`src/rtl/phy_tx_pkg.sv`:
```
// Shared symbol codes, link state and word geometry helper for the multilane TX PHY.
package phy_tx_pkg;

    localparam logic [7:0] COM = 8'hBC;
    localparam logic [7:0] IDL = 8'h7C;
    localparam logic [7:0] SKP = 8'h1C;

    typedef enum logic {
        SYNC   = 1'b0,
        ACTIVE = 1'b1
    } tx_state_t;

    function automatic int syms_per_word(input int data_w, input int sym_w);
        return data_w / sym_w;
    endfunction

endpackage

```
`src/rtl/phy_tx_lane.sv`:
```
// One serial lane: a pending word slot, the word being sent, and the symbol shift register.
module phy_tx_lane
    import phy_tx_pkg::*;
#(
    parameter int DATA_W = 32,
    parameter int SYM_W  = 8
) (
    input  logic              clk_32f,
    input  logic              reset,
    input  logic              boundary,
    input  logic              sync_mode,
    input  logic              skp_now,
    input  logic              load_pend,
    input  logic [DATA_W-1:0] pend_data,
    output logic              pend_free,
    output logic              tx_bit
);
    localparam int SPW = syms_per_word(DATA_W, SYM_W);
    localparam int RW  = $clog2(SPW + 1);

    logic [DATA_W-1:0] pend_word;
    logic [DATA_W-1:0] cur_word;
    logic              pend_vld;
    logic [RW-1:0]     cur_rem;
    logic [SYM_W-1:0]  shift_reg;
    logic [SYM_W-1:0]  next_sym;
    logic              lane_step;
    logic              take_pend;

    // A SKP boundary freezes the word in flight; it resumes at the next boundary.
    assign lane_step = boundary && !sync_mode && !skp_now;
    assign take_pend = lane_step && (cur_rem == '0) && pend_vld;
    assign pend_free = !pend_vld || take_pend;
    assign tx_bit    = shift_reg[SYM_W-1];

    always_comb begin
        next_sym = SYM_W'(IDL);
        if (sync_mode)
            next_sym = SYM_W'(COM);
        else if (skp_now)
            next_sym = SYM_W'(SKP);
        else if (cur_rem != '0)
            next_sym = cur_word[DATA_W-1 -: SYM_W];
        else if (pend_vld)
            next_sym = pend_word[DATA_W-1 -: SYM_W];
    end

    always_ff @(posedge clk_32f) begin
        if (reset) begin
            shift_reg <= '0;
            pend_vld  <= 1'b0;
            cur_rem   <= '0;
        end else begin
            shift_reg <= boundary ? next_sym : (shift_reg << 1);
            if (load_pend)
                pend_vld <= 1'b1;
            else if (take_pend)
                pend_vld <= 1'b0;
            if (take_pend)
                cur_rem <= RW'(SPW - 1);
            else if (lane_step && (cur_rem != '0))
                cur_rem <= cur_rem - 1'b1;
        end
    end

    // Word storage carries no reset; the valid/remaining counts above qualify it.
    always_ff @(posedge clk_32f) begin
        if (load_pend)
            pend_word <= pend_data;
        if (take_pend)
            cur_word <= pend_word << SYM_W;
        else if (lane_step && (cur_rem != '0))
            cur_word <= cur_word << SYM_W;
    end

endmodule

```
`src/rtl/phy_tx_multilane.sv`:
```
// Multilane serial TX PHY on the bit clock: input FIFO, round-robin word striping, COM/IDL framing.
// Define PHY_TX_SKP_EN to build in periodic SKP insertion across all lanes.
module phy_tx_multilane
    import phy_tx_pkg::*;
#(
    parameter int DATA_W       = 32,
    parameter int SYM_W        = 8,
    parameter int LANES        = 2,
    parameter int DEPTH        = 4,
    parameter int SYNC_SYMS    = 4,
    parameter int SKP_INTERVAL = 64
) (
    input  logic                   clk_32f,
    input  logic                   reset,
    input  logic [DATA_W-1:0]      data_in,
    input  logic                   valid_in,
    output logic                   ready_out,
    output logic [LANES-1:0]       phy_tx_out,
    output logic                   link_active,
    output logic [$clog2(DEPTH):0] fifo_count
);
    localparam int PW  = $clog2(DEPTH);
    localparam int CW  = PW + 1;
    localparam int BW  = (SYM_W > 1) ? $clog2(SYM_W) : 1;
    localparam int LW  = (LANES > 1) ? $clog2(LANES) : 1;
    localparam int SCW = $clog2(SYNC_SYMS + 1);

    tx_state_t         state;
    tx_state_t         state_nxt;
    logic [BW-1:0]     bit_cnt;
    logic [SCW-1:0]    sync_cnt;
    logic [LW-1:0]     rr_ptr;
    logic [DATA_W-1:0] fifo_mem [DEPTH];
    logic [PW-1:0]     wr_ptr;
    logic [PW-1:0]     rd_ptr;
    logic              boundary;
    logic              sync_mode;
    logic              skp_now;
    logic              push;
    logic              pop;
    logic [LANES-1:0]  pend_free;
    logic [LANES-1:0]  load_pend;

    assign boundary  = (bit_cnt == BW'(SYM_W - 1));
    assign sync_mode = (state == SYNC);
    assign ready_out = !reset && (fifo_count < CW'(DEPTH));
    assign push      = valid_in && ready_out;
    // Only words already stored can pop, so a push never bypasses to a lane in the same cycle.
    assign pop       = (state == ACTIVE) && (fifo_count != '0) && pend_free[rr_ptr];

    always_ff @(posedge clk_32f) begin
        if (reset) begin
            bit_cnt    <= '0;
            rr_ptr     <= '0;
            wr_ptr     <= '0;
            rd_ptr     <= '0;
            fifo_count <= '0;
        end else begin
            bit_cnt <= boundary ? '0 : bit_cnt + 1'b1;
            if (push)
                wr_ptr <= wr_ptr + 1'b1;
            if (pop) begin
                rd_ptr <= rd_ptr + 1'b1;
                rr_ptr <= (rr_ptr == LW'(LANES - 1)) ? '0 : rr_ptr + 1'b1;
            end
            if (push && !pop)
                fifo_count <= fifo_count + 1'b1;
            else if (pop && !push)
                fifo_count <= fifo_count - 1'b1;
        end
    end

    always_ff @(posedge clk_32f) begin
        if (push)
            fifo_mem[wr_ptr] <= data_in;
    end

    always_ff @(posedge clk_32f) begin
        if (reset) begin
            state    <= SYNC;
            sync_cnt <= '0;
        end else begin
            state <= state_nxt;
            if (boundary && sync_mode)
                sync_cnt <= sync_cnt + 1'b1;
        end
    end

    always_comb begin
        state_nxt = state;
        if (sync_mode && boundary && (sync_cnt == SCW'(SYNC_SYMS - 1)))
            state_nxt = ACTIVE;
    end

    always_comb begin
        link_active = (state == ACTIVE);
    end

`ifdef PHY_TX_SKP_EN
    localparam int KW = $clog2(SKP_INTERVAL + 1);
    logic [KW-1:0] skp_cnt;

    assign skp_now = boundary && !sync_mode && (skp_cnt == KW'(SKP_INTERVAL - 1));

    always_ff @(posedge clk_32f) begin
        if (reset)
            skp_cnt <= '0;
        else if (boundary && !sync_mode)
            skp_cnt <= skp_now ? '0 : skp_cnt + 1'b1;
    end
`else
    // Without SKP support the interval is meaningless; this folds to constant low.
    assign skp_now = boundary && (SKP_INTERVAL < 1);
`endif

    for (genvar i = 0; i < LANES; i++) begin : g_lane
        assign load_pend[i] = pop && (rr_ptr == LW'(i));

        phy_tx_lane #(
            .DATA_W (DATA_W),
            .SYM_W  (SYM_W)
        ) u_lane (
            .clk_32f   (clk_32f),
            .reset     (reset),
            .boundary  (boundary),
            .sync_mode (sync_mode),
            .skp_now   (skp_now),
            .load_pend (load_pend[i]),
            .pend_data (fifo_mem[rd_ptr]),
            .pend_free (pend_free[i]),
            .tx_bit    (phy_tx_out[i])
        );
    end

endmodule

```
`config.mk`:
```
export PLATFORM = sky130hd
export DESIGN_NAME = phy_tx_multilane
export DESIGN_NICKNAME = d
export VERILOG_FILES = /design/src/rtl/phy_tx_pkg.sv /design/src/rtl/phy_tx_lane.sv /design/src/rtl/phy_tx_multilane.sv
export SDC_FILE = /design/constraint.sdc
export NUM_CORES = 1
export LEC_CHECK = 0
export ABC_AREA = 1
export CAP_MARGIN = 10
export CELL_PAD_IN_SITES_DETAIL_PLACEMENT = 1
export CELL_PAD_IN_SITES_GLOBAL_PLACEMENT = 2
export CORE_MARGIN = 4
export CORE_UTILIZATION = 46
export CTS_CLUSTER_DIAMETER = 150
export DETAILED_ROUTE_END_ITERATION = 10
export GPL_TIMING_DRIVEN = 0
export PLACE_DENSITY = 0.86
export SYNTH_ARGS = -nofsm -noshare
export SYNTH_HDL_FRONTEND = slang
export SYNTH_SLANG_ARGS = --single-unit
```
`constraint.sdc`:
```
create_clock -name clk_32f -period 6.9 [get_ports clk_32f]
set_clock_uncertainty 0.05 [all_clocks]
set_input_delay 1.035 -clock clk_32f [delete_from_list [all_inputs] [get_ports clk_32f]]
set_output_delay 1.035 -clock clk_32f [all_outputs]
set_load 0.05 [all_outputs]
```
==> results.toml, run 1 <==
[status]
outcome = "finished clean"

[layout]
area_growth_pct = 16.9
largest_register_ffs = 128
top_register = "fifo_mem"
nets = 932
drive_gt1_share_pct = 8.53
fin_util_pct = 54.7
n_antenna_cell = 0
reg_top3 = "fifo_mem x128, g_lane.u_lane.pend_word x64, g_lane.u_lane.cur_word x48"
fin_area_um2 = 12300
final_cells = 1188

[placement]
post_dp_cell_area_um2 = 11500
post-dp-hpwl_um = 16500
placed_cells = 1137
dpl_worst_slack_ns = 3.19
globalplace.congestion = 0.726
io_buffers = 41

[yosys]
synth-seq-cells = 281
synth.yosys.seq_area_share_pct = 76.1
yosys_warnings = 0
syn-num-nets = 855
syn_area_per_cell_um2 = 13.1
async_reset_ff_share_pct = 0
netlist_area_um2 = 10600
synthMostInstantiatedCell = "edfxtp_1"
synthTopCellsByArea = "edfxtp_1, dfxtp_1, nand2_1"
synthFlopType = "edfxtp_1"
synth_cell_types = 34
synth_top_area_share_pct = 68.3
synthCells = 806
synth_area_leader_cell = "edfxtp_1"
synth-edff-count = 240
synth_top_cells_by_count = "edfxtp_1, nand2_1, nor2_1, o21ai_0, inv_1"

[die]
die_width_um = 159
coreArea_um2 = 22600
die_h_um = 159
dieArea_um2 = 25400
io_pins = 42
start_util_pct = 46.7
num_rows = 55

[pwr]
power.total_mw = 3.39
pwr-share-seq_pct = 55.4
cellPowerDensity_nw_per_um2 = 275
clockPowerShare_pct = 41.4
p_switching_mw = 0.679
vdd_ir_drop_max_mv = 0.287
p_int_mw = 2.71
pwr-share-comb_pct = 3.2
power_leakage_nw = 4.40
swShare_pct = 20.0

[timing]
setup_viol = 0
rsz0062_at_grt = "no"
report.final.slew_viol_count = 0
max_freq_mhz = 270
relSlewSlack_pct = 30.6
worst_pin_slew_ns = 1.04
finalHoldViolCount = 0
fin_crit_sh_pct = 53.6
hold_ws_ns = 0.378
fin_setup_tns_ns = 0
period_needed_ns = 3.70
setup_slack_ns = 3.20

[setup_path]
endpoint_kind = "primary output"
r2r-start = "bit_cnt[0]"
start_kind = "input port"
worst-path-max-fanout = 10
crit_arrival_ns = 2.61
crit_type = "input port to primary output"
crit_required_ns = 5.81
critical_path.startpoint = "reset"

[route]
vias_per_cell = 5.33
num_vias = 6331
drtPass1Iterations = 5
drc_errors = 0
first_iter_violations = 491
antenna_left = 0
avgRoutedWirePerCell_um = 20.5
wl_um = 24400

[clock_network]
htreeDepth = 1
post_cts_resize_count = 0
cts_num_sinks = 281
cts_inserted_buffers = 28
clk_pin_slew_ns = 0.06
cts_setup_buffers = 0
cts_hold_buffers = 0
tritoncts = "yes"
cts_root_buf = "clkbuf_16"
insertion_delay_ns = 0.53
clock_path_buffers = 3

[worst_hold_path]
hp-start = "bit_cnt[0]"
hold_path_class = "flop to flop"

[global_route]
grt_max_degree = 33
grt_overflow = 0
grt_pass1_vias = 6806
track_usage_pct = 19.1
antenna_found_initial = 0
grt_pass1_wl_um = 38200

[job]
maxCapViolations = 0
critical path, stage by stage:
cell             delay (ns)
clkdlybuf4s50_1        0.41
buf_2                  0.20
nor2_1                 0.14
clkdlybuf4s50_1        0.82
per-layer routing:
| layer | up-vias | routed length, um | global-route usage [%] | share of wire, % |
|---|---|---|---|---|
| li1 | 2990 | - | - | - |
| met1 | 3173 | 10500 | 25.5 | 43 |
| met2 | 140 | 12500 | 33.6 | 51 |
| met3 | 28 | 987 | 2.59 | 4.0 |
| met4 | 0 | 355 | 4.58 | 1.5 |
| met5 | - | 0 | 0 | 0 |
area by class of cell:
type / count / area [um^2]
Clock inverter: 13 / 85.1
Buffer: 31 / 154
Multi-Input combinational cell: 433 / 2160
Fill cell: 2253 / 10200
Tap cell: 285 / 357
Sequential cell: 281 / 8030
Timing Repair Buffer: 47 / 561
Clock buffer: 37 / 756
Inverter: 61 / 234
layout by cell type, fill, tap and decap left out, types with 2 or more instances in the layout:
master / instances
nand3_2: 3
nor2_1: 100
a21oi_1: 14
nor2_4: 6
nor3_1: 3
o22ai_1: 33
xor2_1: 4
buf_2: 6
buf_6: 2
clkinv_1: 7
clkdlybuf4s50_1: 41
nand2_1: 133
nand3_1: 10
o21ai_0: 87
buf_12: 2
buf_4: 4
clkinv_2: 5
clkbuf_16: 29
edfxtp_1: 240
o211ai_1: 3
inv_2: 4
buf_16: 4
ha_1: 13
inv_1: 55
clkbuf_1: 26
a31oi_1: 10
dfxtp_1: 41
nand2_2: 5
cells by family after synthesis:
logic type	count (synthesis)	synth area share (%)
simple gates	266	10.5
fa+ha+maj	14	1.73
xor+xnor	4	0.332
compound gates	149	7.69
buf+inv	92	3.68
flops	281	76.1
power by group through the flow:
| stage | combinational [mW] | sequential (mW) | clock, mW |
|---|---|---|---|
| final | 0.109 | 1.88 | 1.40 |
| after global placement | 0.0953 | 1.91 | 0 |
| after floorplan | 0.0388 | 1.92 | 0 |
| after CTS | 0.110 | 1.88 | 1.43 |
| after detailed placement | 0.109 | 1.91 | 0 |
| after global routing | 0.119 | 1.88 | 1.51 |
path summary, 6_finish.rpt:
| path | to | slack, ns | depth (start not counted) |
|---|---|---|---|
| hold / removal | bit_cnt[0] | 0.38 | 1 |
| hold reg to reg | bit_cnt[0] | 0.38 | 1 |
| setup reg to reg | fifo_count[2] | 4.14 | 14 |
| setup / recovery | ready_out | 3.20 | 4 |
(Power assumes the default switching activity.)
==> inputs of run 2 (changes only) <==
--- a/config.mk
+++ b/config.mk
@@ -10,11 +10,11 @@
 export CELL_PAD_IN_SITES_DETAIL_PLACEMENT = 1
 export CELL_PAD_IN_SITES_GLOBAL_PLACEMENT = 2
 export CORE_MARGIN = 4
-export CORE_UTILIZATION = 46
+export CORE_UTILIZATION = 43
 export CTS_CLUSTER_DIAMETER = 150
 export DETAILED_ROUTE_END_ITERATION = 10
 export GPL_TIMING_DRIVEN = 0
-export PLACE_DENSITY = 0.86
+export PLACE_DENSITY = 0.81
 export SYNTH_ARGS = -nofsm -noshare
 export SYNTH_HDL_FRONTEND = slang
 export SYNTH_SLANG_ARGS = --single-unit
==> constraint.sdc (replaced) <==
create_clock -name clk_32f -period 3.9 [get_ports clk_32f]
set_clock_uncertainty 0.05 [all_clocks]
set_input_delay 0.585 -clock clk_32f [delete_from_list [all_inputs] [get_ports clk_32f]]
set_output_delay 0.585 -clock clk_32f [all_outputs]
set_load 0.05 [all_outputs]
==> run 2 against run 1 <==
Compared with the run above: highest routed layer unchanged; critical endpoint unchanged; via count shrank 0.25%; sequential share of layout area shrank 1.4 points; clock-buffer cell count shrank 1; sequential cell count is the same; non-clock buffer count grew 1; worst hold slack lost 0.0037 ns; largest power group unchanged; total power grew 89%; setup slack lost 2.1 ns; global-route usage shrank 0.46 points; design area grew 2.1%; routed wire length grew 1.3%; first-iteration DRC count shrank 10%.
==> results.toml, run 2 (synthesized netlist as in run 1, its figures left out) <==
[layout]
area_growth_pct = 19.4
n_antenna_cell = 0
drive_gt1_share_pct = 9.56
seq_area_um2 = 8030
top_register = "fifo_mem"
largest_register_ffs = 128
reg_top3 = "fifo_mem x128, g_lane.u_lane.pend_word x64, g_lane.u_lane.cur_word x48"
fin_area_um2 = 12600
multi_input_area_um2 = 2160
fin_util_pct = 52.0
final_common_cell = "edfxtp_1"
n_fill_cell = 2454
final_cell_mix = "edfxtp_1, nand2_1, nor2_1"
nets = 935

[timing]
rsz0062_at_grt = "no"
setup_slack_ns = 1.11
max_freq_mhz = 358
worst_pin_slew_ns = 0.880
relSlewSlack_pct = 41.3
fin_crit_sh_pct = 71.6
period_needed_ns = 2.79
finalHoldViolCount = 0
report.final.slew_viol_count = 0
setup_viol = 0

[route]
wl_um = 24700
num_vias = 6315
antenna_left = 0
drc_errors = 0
first_iter_violations = 442
drtPass1Iterations = 6
avgRoutedWirePerCell_um = 20.0
vias_per_cell = 5.12

[clock_network]
cts_setup_buffers = 0
cts_num_sinks = 281
post_cts_resize_count = 0
htreeDepth = 1
cts_root_buf = "clkbuf_16"
cts_hold_buffers = 0
cts_inserted_buffers = 30
clk_pin_slew_ns = 0.06
clock_path_buffers = 3
insertion_delay_ns = 0.54
tritoncts = "yes"

[die]
start_util_pct = 43.5
die_width_um = 165
dieArea_um2 = 27100
num_rows = 57
coreArea_um2 = 24200
io_pins = 42
die_h_um = 165

[setup_path]
start_kind = "input port"
crit_family = "buffers and inverters"
crit_required_ns = 3.26
reg2reg_to = "g_lane[0].u_lane.pend_word[27]"
crit_arrival_ns = 2.16
endpoint_kind = "primary output"
critical_path.startpoint = "reset"
reg2regPathDepth = 11
slowest_delay_ns = 0.82
r2r-start = "bit_cnt[0]"
ff2ff_setup_slack_ns = 1.12
crit_buf_inv = 3
cp_common_cell = "clkdlybuf4s50_1"
crit_type = "input port to primary output"
critPathSlowestCell = "clkdlybuf4s50_1"
worst-path-max-fanout = 10
path_cells = "clkdlybuf4s50_1, buf_2, nor2_1, clkdlybuf4s50_1"

[placement]
dpl_worst_slack_ns = 0.859
globalplace.congestion = 0.760
post-dp-hpwl_um = 16500
io_buffers = 41
post_dp_cell_area_um2 = 11600

[pwr]
clockPowerShare_pct = 45.2
vdd_ir_drop_max_mv = 0.347
p_int_mw = 5.15
cellPowerDensity_nw_per_um2 = 508
pwr-share-comb_pct = 2.9
power_leakage_nw = 4.50
pwr-share-seq_pct = 51.9
p_switching_mw = 1.25
swShare_pct = 19.5

[global_route]
grt_max_degree = 31
track_usage_pct = 18.7
grt_overflow = 0
grt_pass1_vias = 6799
antenna_found_initial = 0
grt_pass1_wl_um = 38600

[status]
outcome = "finished clean"

[worst_hold_path]
hold_path_class = "flop to flop"
holdPathStages = 1
hp-start = "bit_cnt[0]"
whs_endpoint = "bit_cnt[0]"

[job]
maxCapViolations = 0
-- run 2: cell types whose count changed in the layout (fill, tap and decap cells not counted) --
cell | before | now
clkbuf_1 | 26 | 23
clkinv_2 | 5 | 6
clkbuf_16 | 29 | 31
buf_12 | 2 | 1
clkinvlp_4 | 1 | 3
buf_16 | 4 | 6
bufinv_16 | 1 | 5
-- run 2: routing by layer --
metal	vias up	share of wire [%]	global-route usage, %	wire, um
met4	0	1.8	3.55	444
li1	2999	-	-	-
met5	-	0	0	0
met1	3174	42	23.6	10300
met2	105	53	34.6	13000
met3	37	3.6	2.50	891
-- run 2: how the worst max path moves through the flow --
stage / endpoint / slack [ns] / cells after the start
after floorplan: fifo_mem[0][0] / 0.23 / 4
after global placement: fifo_mem[3][14] / -0.90 / 5
after detailed placement: fifo_count[2] / 0.86 / 12
after CTS: g_lane[0].u_lane.pend_word[19] / 1.08 / 11
after global routing: g_lane[0].u_lane.pend_word[20] / 0.89 / 11
final: ready_out / 1.11 / 4
-- run 2: area by class of cell --
class,count,share of cell area [%]
multi-input cells,433,17.2
flip-flops and latches,281,63.7
plain buffers,31,1.22
clock buffers,36,6.31
clock inverters,20,1.79
well taps,324,3.22
inverters,61,1.86
repair buffers,48,4.73
-- run 2: power by group through the flow --
stage	Sequential, mW	Clock [mW]	Combinational [mW]
after floorplan	3.39	0	0.0687
after global placement	3.38	0	0.167
after detailed placement	3.38	0	0.190
after CTS	3.32	2.95	0.192
after global routing	3.32	3.11	0.208
final	3.32	2.89	0.187
-- run 2: stage by stage --
stage / instances / hold slack, ns / power (mW) / setup TNS (ns)
after global routing: 1234 / 0.416 / 6.63 / 0
after floorplan: 806 / 0.349 / 3.46 / 0
after CTS: 1233 / 0.377 / 6.46 / 0
after detailed placement: 1177 / 0.365 / 3.57 / 0
after global placement: 1171 / 0.359 / 3.55 / -98.95
final: 1234 / 0.374 / 6.40 / 0
==> inputs of run 3 (changes only) <==
--- a/config.mk
+++ b/config.mk
@@ -10,11 +10,11 @@
 export CELL_PAD_IN_SITES_DETAIL_PLACEMENT = 1
 export CELL_PAD_IN_SITES_GLOBAL_PLACEMENT = 2
 export CORE_MARGIN = 4
-export CORE_UTILIZATION = 43
+export CORE_UTILIZATION = 38
 export CTS_CLUSTER_DIAMETER = 150
 export DETAILED_ROUTE_END_ITERATION = 10
 export GPL_TIMING_DRIVEN = 0
-export PLACE_DENSITY = 0.81
+export PLACE_DENSITY = 0.76
 export SYNTH_ARGS = -nofsm -noshare
 export SYNTH_HDL_FRONTEND = slang
 export SYNTH_SLANG_ARGS = --single-unit
==> constraint.sdc (replaced) <==
create_clock -name clk_32f -period 2.4 [get_ports clk_32f]
set_clock_uncertainty 0.05 [all_clocks]
set_input_delay 0.36 -clock clk_32f [delete_from_list [all_inputs] [get_ports clk_32f]]
set_output_delay 0.36 -clock clk_32f [all_outputs]
set_load 0.05 [all_outputs]
==> run 3 against run 2 <==
Compared with the run above: first-iteration DRC count fell by 6.1%; global-route usage fell by 2.4 points; sequential cell count stayed put; via count down 0.68%; critical path depth grew 9.
==> results.toml, run 3 (synthesized netlist as in run 1, its figures left out) <==
[status]
outcome = "finished clean"

[clock_network]
cts_inserted_buffers = 30
htreeDepth = 1
cts_num_sinks = 281
tritoncts = "yes"
clock_path_buffers = 3
clk_pin_slew_ns = 0.06
insertion_delay_ns = 0.55
cts_root_buf = "clkbuf_16"

[setup_path]
reg2reg_to = "fifo_count[2]"
crit_required_ns = 2.78
r2r-start = "bit_cnt[0]"
crit_type = "flop to flop"
ff2ff_setup_slack_ns = 0.08
endpoint_kind = "flop"
worst-path-max-fanout = 5
critical_path.startpoint = "bit_cnt[0]"
crit_arrival_ns = 2.70
reg2regPathDepth = 13
start_kind = "flop"

[global_route]
grt_overflow = 0
antenna_found_initial = 0
grt_pass1_wl_um = 38800
grt_pass1_vias = 6765
track_usage_pct = 16.3
grt_max_degree = 33

[layout]
largest_register_ffs = 128
drive_gt1_share_pct = 12.2
final_common_cell = "edfxtp_1"
final_cell_mix = "edfxtp_1, nand2_1, nor2_1"
final_cells = 1298
area_growth_pct = 21.0
nets = 951
reg_top3 = "fifo_mem x128, g_lane.u_lane.pend_word x64, g_lane.u_lane.cur_word x48"
top_register = "fifo_mem"
n_antenna_cell = 0

[die]
dieArea_um2 = 30500
die_h_um = 175
io_pins = 42
coreArea_um2 = 27100
start_util_pct = 38.9
die_width_um = 175
num_rows = 60

[placement]
placed_cells = 1219
io_buffers = 41
dpl_worst_slack_ns = -0.464
post-dp-hpwl_um = 14900
globalplace.congestion = 0.722

[route]
first_iter_violations = 415
wl_um = 24400
vias_per_cell = 4.83
drtPass1Iterations = 4
antenna_left = 0
num_vias = 6272
drc_errors = 0
avgRoutedWirePerCell_um = 18.8

[worst_hold_path]
hold_path_class = "flop to flop"
holdPathStages = 1
whs_endpoint = "bit_cnt[0]"
hp-start = "bit_cnt[0]"

[timing]
setup_viol = 0
rsz0062_at_grt = "yes"
worst_pin_slew_ns = 1.18
fin_crit_sh_pct = 96.5
max_freq_mhz = 432
setup_slack_ns = 0.0844
finalHoldViolCount = 0
report.final.slew_viol_count = 0
relSlewSlack_pct = 21.3
period_needed_ns = 2.32
fin_setup_tns_ns = 0

[job]
maxCapViolations = 0

[pwr]
vdd_ir_drop_max_mv = 0.624
cellPowerDensity_nw_per_um2 = 805
power_leakage_nw = 4.53
run 3: worst max-delay path, cell delays in order, from the launching register on:
cell and delay (ns):
dfxtp_1 0.31, ha_2 0.19, ha_4 0.18, nand2_4 0.08, clkinv_4 0.09, nand2_4 0.11, nand3_4 0.08, nand3_2 0.10
ha_1 0.14, inv_1 0.07, fa_2 0.35, o21ai_0 0.22, xor2_1 0.17, nor2_1 0.05
run 3: cell type report:
type,count,area [um^2]
Tap cell,372,465
Fill cell,2749,14300
Clock inverter,22,218
Buffer,31,154
Timing Repair Buffer,61,613
Clock buffer,34,786
Multi-Input combinational cell,433,2240
Sequential cell,281,8030
Inverter,61,245
Timing Repair inverter,3,22.5
run 3: how the worst max path moves through the flow:
stage | endpoint | slack, ns | cells after the start
after floorplan | fifo_count[2] | 0.006 | 14
after global placement | g_lane[1].u_lane.pend_word[3] | -0.42 | 10
after detailed placement | g_lane[1].u_lane.pend_word[3] | -0.46 | 10
after CTS | fifo_count[2] | 0.02 | 14
after global routing | fifo_count[2] | -0.06 | 14
final | fifo_count[2] | 0.08 | 13
run 3: stage by stage:
step | total power [mW] | hold slack [ns] | instance area [um^2] | util (%)
after floorplan | 5.63 | 0.349 | 10600 | -
after global placement | 5.78 | 0.359 | 11500 | 42.3
after detailed placement | 5.79 | 0.366 | 11500 | 42.3
after CTS | 10.4 | 0.363 | 12700 | 46.7
after global routing | 10.7 | 0.370 | 12800 | 47.1
final | 10.3 | 0.377 | 12800 | 47.1
run 3: routing by layer:
layer,global-route usage (%),vias to the layer above,share of wire (%)
met5,0,-,0
met2,29.3,101,51
met3,2.53,30,3.7
met1,20.8,3106,43
li1,-,3035,-
met4,3.80,0,1.6
run 3: repair_timing:
| action | CTS | global route |
|---|---|---|
| gates cloned | 3 | 0 |
| hold buffers | 0 | 0 |
| gates resized for setup | 11 | 6 |
| setup endpoints to repair | 94 | 93 |
| pin swaps | 2 | 2 |
| setup buffers | 11 | 8 |
run 3: where the power goes:
group          switching (mW)  internal [mW]  leakage [nW]
clock network            1.83           2.77         0.496
logic                   0.184          0.108          1.57
registers              0.0273           5.37          2.47
total                    2.04           8.24          4.53
